`config.mk`:
```
export PLATFORM = sky130hd
export DESIGN_NAME = seq_div
export DESIGN_NICKNAME = d
export VERILOG_FILES = /design/src/rtl/seq_div.sv
export SDC_FILE = /design/constraint.sdc
export NUM_CORES = 1
export LEC_CHECK = 0
export BUFFER_PORTS_ARGS = -buffer_cell sky130_fd_sc_hd__clkbuf_2
export CORE_MARGIN = 4
export CORE_UTILIZATION = 49
export CTS_CLUSTER_DIAMETER = 60
export DETAILED_ROUTE_END_ITERATION = 10
export PLACE_DENSITY = 0.74
export SYNTH_ARGS = -nofsm -noshare
export SYNTH_HDL_FRONTEND = slang
export SYNTH_SLANG_ARGS = --single-unit
```
`constraint.sdc`:
```
create_clock -name clk -period 2 [get_ports clk]
set_clock_uncertainty 0.15 [all_clocks]
set_input_delay 0.1 -clock clk [delete_from_list [all_inputs] [get_ports clk]]
set_output_delay 0.1 -clock clk [all_outputs]
set_load 0.005 [all_outputs]
```
`src/rtl/seq_div.sv`:
```
// Sequential restoring divider: 2N-bit dividend / N-bit divisor, one quotient
// bit per clock, start/busy/done handshake. Companion to the sequential multiplier.
module seq_div #(
  parameter int N = 4
) (
  input  logic           clk,
  input  logic           rst,
  input  logic           start,
  input  logic [2*N-1:0] dividend,
  input  logic [N-1:0]   divisor,
  output logic [2*N-1:0] quotient,
  output logic [N-1:0]   remainder,
  output logic           busy,
  output logic           done,
  output logic           div_by_zero
);

  localparam int CW = $clog2(2*N+1);

  typedef enum logic {IDLE, RUN} state_e;

  state_e         state_q, state_d;
  logic [2*N-1:0] dvd_q, dvd_d;
  logic [N-1:0]   dvs_q, dvs_d;
  logic [N-1:0]   prem_q, prem_d;
  logic [2*N-1:0] qsh_q, qsh_d;
  logic [CW-1:0]  cnt_q, cnt_d;
  logic [2*N-1:0] quot_q, quot_d;
  logic [N-1:0]   rem_q, rem_d;
  logic           busy_q, busy_d;
  logic           done_q, done_d;
  logic           dbz_q, dbz_d;

  // One restoring step. The stored partial remainder is always below the
  // divisor, so its top bit is implicit and only the N-bit value is kept.
  logic [N:0]     t;
  logic           ge;
  logic [N:0]     prem_nxt;
  logic [2*N-1:0] qsh_nxt;

  always_comb begin
    t        = {prem_q, dvd_q[2*N-1]};
    ge       = (t >= {1'b0, dvs_q});
    prem_nxt = ge ? (t - {1'b0, dvs_q}) : t;
    qsh_nxt  = {qsh_q[2*N-2:0], ge};
  end

  always_comb begin
    state_d = state_q;
    dvd_d   = dvd_q;
    dvs_d   = dvs_q;
    prem_d  = prem_q;
    qsh_d   = qsh_q;
    cnt_d   = cnt_q;
    quot_d  = quot_q;
    rem_d   = rem_q;
    busy_d  = busy_q;
    done_d  = 1'b0;
    dbz_d   = dbz_q;
    unique case (state_q)
      IDLE: begin
        if (start) begin
          dvd_d   = dividend;
          dvs_d   = divisor;
          prem_d  = '0;
          qsh_d   = '0;
          cnt_d   = CW'(2*N);
          busy_d  = 1'b1;
          state_d = RUN;
        end
      end
      RUN: begin
        dvd_d  = dvd_q << 1;
        prem_d = prem_nxt[N-1:0];
        qsh_d  = qsh_nxt;
        cnt_d  = cnt_q - CW'(1);
        if (cnt_q == CW'(1)) begin
          // Zero divisor still runs the full latency; result is forced.
          if (dvs_q == '0) begin
            quot_d = '1;
            rem_d  = '0;
            dbz_d  = 1'b1;
          end else begin
            quot_d = qsh_nxt;
            rem_d  = prem_nxt[N-1:0];
            dbz_d  = 1'b0;
          end
          done_d  = 1'b1;
          busy_d  = 1'b0;
          state_d = IDLE;
        end
      end
      default: state_d = IDLE;
    endcase
  end

  always_ff @(posedge clk) begin
    if (rst) begin
      state_q <= IDLE;
      dvd_q   <= '0;
      dvs_q   <= '0;
      prem_q  <= '0;
      qsh_q   <= '0;
      cnt_q   <= '0;
      quot_q  <= '0;
      rem_q   <= '0;
      busy_q  <= 1'b0;
      done_q  <= 1'b0;
      dbz_q   <= 1'b0;
    end else begin
      state_q <= state_d;
      dvd_q   <= dvd_d;
      dvs_q   <= dvs_d;
      prem_q  <= prem_d;
      qsh_q   <= qsh_d;
      cnt_q   <= cnt_d;
      quot_q  <= quot_d;
      rem_q   <= rem_d;
      busy_q  <= busy_d;
      done_q  <= done_d;
      dbz_q   <= dbz_d;
    end
  end

  assign quotient    = quot_q;
  assign remainder   = rem_q;
  assign busy        = busy_q;
  assign done        = done_q;
  assign div_by_zero = dbz_q;

endmodule

```
Word-level counts from Yosys, hierarchy flattened
Index checks and enable logic that the tools add are counted.

storage, ports and cells
  input port bits = 15
  latch bits = 0
  output and inout port bits = 15
  logic and storage cells = 42
  memories kept = 0
  bits in read-only memories = 0
  RAM bits = 0
  register bits = 43

cells by class
  reductions and logical operators = 5
  $mul = 0
  $add $sub $neg = 2
  bitwise gates (word level) = 1
  shifts and indexed selects = 0
  order comparisons = 1
  multiplexer cells = 19
  equal/unequal tests = 3
  divide/modulo/power cells = 0

operator list
  kind                                                   count
  2-to-1 mux 4 bit                                       4
  2-to-1 mux 8 bit                                       2
  one-hot mux 4 bit (2 select lines)                     2
  one-hot mux 8 bit (2 select lines)                     1
  one-hot mux 7 bit (2 select lines)                     1
  2-to-1 mux 7 bit                                       1
  2-to-1 mux 1 bit                                       6
  AND reduction 2 bit                                    3
  >= comparator 5 x 4 -> 1 bit                           1
  == test 4 x 1 -> 1 bit, second input constant          1
  logical NOT 4 bit                                      1
  one-hot mux 1 bit (2 select lines)                     2
  subtractor 4 x 1 -> 4 bit, second input constant       1
  subtractor 4 bit                                       1
  inequality test 2 x 1 -> 1 bit, second input constant  1
  inequality test 2 bit, second input constant           1
  OR reduction 2 bit                                     1
  inverter 1 bit                                         1

Depth between registers and ports, before layout
  depth after elaboration = 3
  gate-level depth with buffers = 7

Least setup slack after synthesis
Ideal clock, no wire load.

  path kind = reg-to-reg
  from = register dvs_q[1]
  to = register prem_q[0]
  period minus slack after synthesis = 1.897 ns
  data arrival time = 1.629 ns
  buffers on the path = 0
  setup time = 0.117 ns
  slack = 0.103 ns
  cell stages (with the launch flop) = 7
  cell sequence = dfxtp_1 inv_1 ha_1 o21ai_0 a211oi_2 mux2i_1 a32o_1

on the way
  word-level cells in the longest chain between the ends = 3

ends and longest elaborated chain
  what                                RTL line  text
  start: declaration                  24        logic [N-1:0] dvs_q, dvs_d;
  start signal: assignment            113       dvs_q <= dvs_d;
  >= comparator 5 x 4 -> 1 bit        43        ge = (t >= {1'b0, dvs_q});
  2-to-1 mux 4 bit                    44        prem_nxt = ge ? (t - {1'b0, dvs_q}) : t;
  one-hot mux 4 bit (2 select lines)  60        unique case (state_q)
  end signal: assignment              114       prem_q <= prem_d;
  end: declaration                    25        logic [N-1:0] prem_q, prem_d;

Every way passes these cells.
A chain may end at the register's enable or synchronous reset.

Worst setup path after layout
  from = register dvd_q[7]
  to = register prem_q[1]

on the way
  word-level cells in the longest chain between the ends = 3

ends and longest elaborated chain
  what                                                              RTL line  text
  start: declaration                                                23        logic [2*N-1:0] dvd_q, dvd_d;
  start signal: assignment                                          112       dvd_q <= dvd_d;
  subtractor 4 bit or >= comparator 5 x 4 -> 1 bit (tied branches)  44, 43
  2-to-1 mux 4 bit (*)                                              44
  one-hot mux 4 bit (2 select lines) (*)                            60

Mark *: on every way between the ends. The rest lies on a longest branch, timed or not.

==> impl_results.md <==
* Post-detail-place hpwl at 2650 um
* Met2 WL at 1680 um
* Clock Path Buffers at 2
* Fillcell total at 324
* Part of the Yosys area used for sequential elements at 46.7%
* Worst setup path startpoint: dvd_q[7]
* Slowest cell on the critical path: dfxtp_1
* Min Tclk post-route at 1.94 ns
* Worst slack, placed at 0.0478 ns
* Number of global-route vias before repair at 1396
* Setup TNS at 0 ns
* GP Congestion at 0.898
* Row cnt at 22
* Wirelength per Cell at 13.7 um
* Final worst setup slack at 0.0643 ns
* CTS tree: done
* Synthesized instance count at 202
* Post-Route M1 WL at 1890 um
* Worst path required time at 2.04 ns
* Post-Route WL at 3950 um
* Fin crit share at 96.8%
* Power, Total at 0.00183 W
* Hold EP: dvd_q[1]
* P_leak at 0.948 nW
* Relative slew margins at 47.6%
* CP cell instances: inv_1, ha_1, o21ai_0, a211oi_2, buf_4, mux2i_1, o21ai_0
* Final net count at 261
* Vias/cell at 5.37
* Power Density at 815 nW/um2
* Number of synthesis warnings at 0
* Unique masters post-synth at 30
* Worst Path Max Fanout at 3
* R2R setup slack at 0.06 ns
* Syn Area/Cell at 9.13 um2
* Drt drc at 0
* Initial Utilization at 50.4%
* First-pass GRT wire length at 6440 um
* Final Hold Violating Endpoints at 0
* Met3 WL post-DR at 269 um
* F_max at 517 MHz
* GRT overflow at 0
* Die height at 69.4 um
* Die ar. at 4810 um2
* Area Overhead vs Synth at 22.0%
* Share of post-route cells with drive strength above 1 at 26.3%
* Initial antenna violation count at 0
* Crit end category: register
* Syn Std Cell Area at 1840 um2
* Hold depth at 5
* Die X at 69.4 um
* Final max-slew violation count at 0
* Worst Max-Slew Pin Slew at 0.778 ns
* Setup Crit Path Kind: reg2reg
* Status: complete, no violations
* CTS Buf Count at 5
* IO buf count at 29
* Starting DRC count in detailed routing at 139
* RR Endpoint: prem_q[1]
* Synth Register Bits at 43
* Syn_nets at 224
* Crit start category: register
* Hold wc startpoint: dividend[1]
* Setup violators final at 0
* Fin area at 2250 um2
* FF-to-FF Start: dvd_q[7]
* Number of diodes at 0
* Largest net degree at the start of global routing at 28
* Root Driver: clkbuf_8
* Skew-Pair Late Insertion Delay at 0.30 ns
* Arrival time worst endpoint at 1.98 ns
* Max-Cap Viols at 0
* DP Area at 2060 um2
* Worst hold path type: in2reg
* I/O pin count at 30
* Via Count at 1546
* Sequential Area at 862 um2
* Fin util at 61.4%
* Overall Global Routing Usage at 16.5%
* CTS sink count at 43
* DRT antenna net count at 0
* CP most frequent cell: o21ai_0
* Worst VDD drop at 514 uV
* Core footprint at 3660 um2
* Crit path largest cell delay at 0.34 ns
* Uppermost layer routed: met4
* Reg2Reg Depth at 7
* DRT Pass-1 Iters at 4
* Area of the multi-input gates at 931 um2
* H-tree depth at 2
* Clk slew on worst S/H paths at 0.08 ns
-- metrics by stage --
step           instances  hold slack [ns]
2_1_floorplan        202           0.0886
3_3_place_gp         275            0.193
3_5_place_dp         275            0.198
4_1_cts              288           0.0112
5_1_grt              288           0.0463
6_report             288           0.0141
-- worst max-delay path, delay by kind of cell (launching register included) --
family                     cells  cell delay (ns)
AOI/OAI and AO/OA              3             0.55
DFF                            1             0.34
adders and majority gates      1             0.34
muxes                          1             0.20
buffers and inverters          2             0.24
-- timing repair --
item,CTS,global route
endpoints found under the setup margin,0,7
hold endpoints to repair,5,0
buffers inserted,0,0
resized for setup,0,7
hold buffers,5,0
-- synthesized netlist by cell type, drive strengths merged --
master  number  area share [%]
nand3b       1            0.41
nor4         3             1.0
dfxtp       43              47
o211a        1            0.54
o21ai        9             2.4
inv          9             1.8
nor2b        3             1.0
o221a        9             5.5
o31a         1            0.47
buf          3            0.81
nand4        1            0.34
a211o        1            0.47
nor2        34             6.9
ha           6             4.1
a32o         2             1.1
nor3         5             1.4
a211oi       1            0.68
clkbuf      10             2.0
o21a         1            0.41
xor2         1            0.47
mux2i       13             7.1
nor3b        7             2.8
or3          1            0.34
a21oi       21             5.7
o41ai        1            0.88
nand2b       1            0.34
nand2       10             2.0
nand3        2            0.54
fa           1             1.1
o41a         1            0.61
-- layout make-up --
cell class	count	area share, %
Sequential cell	43	38.3
Multi-Input combinational cell	137	41.4
Tap cell	48	2.67
Inverter	9	1.50
Timing Repair Buffer	43	11.7
Clock buffer	8	4.45
-- routing by layer --
metal	vias to the layer above	track usage [%]
li1	786	-
met1	700	21.8
met2	50	23.5
met3	10	4.64
met4	0	10.2
met5	-	0
-- cell usage in the layout (no fill, tap or decap), types with 2 or more instances in the layout --
cell type,count
a32o_1,2
ha_1,5
nor2_1,34
nor2b_1,3
nor3b_1,7
o21ai_0,9
dlygate4sd3_1,5
dfxtp_1,42
buf_4,9
inv_1,8
nor3_1,4
mux2i_1,12
clkbuf_2,29
nor4_2,2
clkbuf_8,7
nand3_1,2
nand2_1,10
o221a_2,9
a21oi_1,21
-- power by group --
group | total, W | switching (W) | internal (W) | leakage, nW
Clock | 0.000606 | 0.000291 | 0.000315 | 0.0515
Sequential | 0.000927 | 0.0000311 | 0.000896 | 0.351
Combinational | 0.000300 | 0.000157 | 0.000143 | 0.546
Total | 0.00183 | 0.000480 | 0.00135 | 0.948
-- logic make-up after synthesis --
kind of cell               share of synthesized area, %
DFF                                                46.7
AOI/OAI and AO/OA                                  18.8
and+or+nand+nor                                    17.2
muxes                                              7.06
xor gates and xnor gates                          0.475
adders and majority gates                          5.16
buffers and inverters                              4.68
-- sequential cells by signal, indices dropped and copies added (netlist names) --
name         flops
busy             1
remainder        4
qsh_q            7
state_q          1
prem_q           4
cnt_q            4
dvd_q            8
quotient         8
div_by_zero      1
done             1
dvs_q            4
-- worst max-delay path by stage --
stage | end | slack [ns]
global route | prem_q[2] | -0.002
detailed placement | prem_q[1] | 0.05
finish | prem_q[1] | 0.06
CTS | prem_q[2] | 0.04
global placement | prem_q[2] | 0.12
floorplan | prem_q[0] | 0.10
Power figures use the tool's default switching activity.
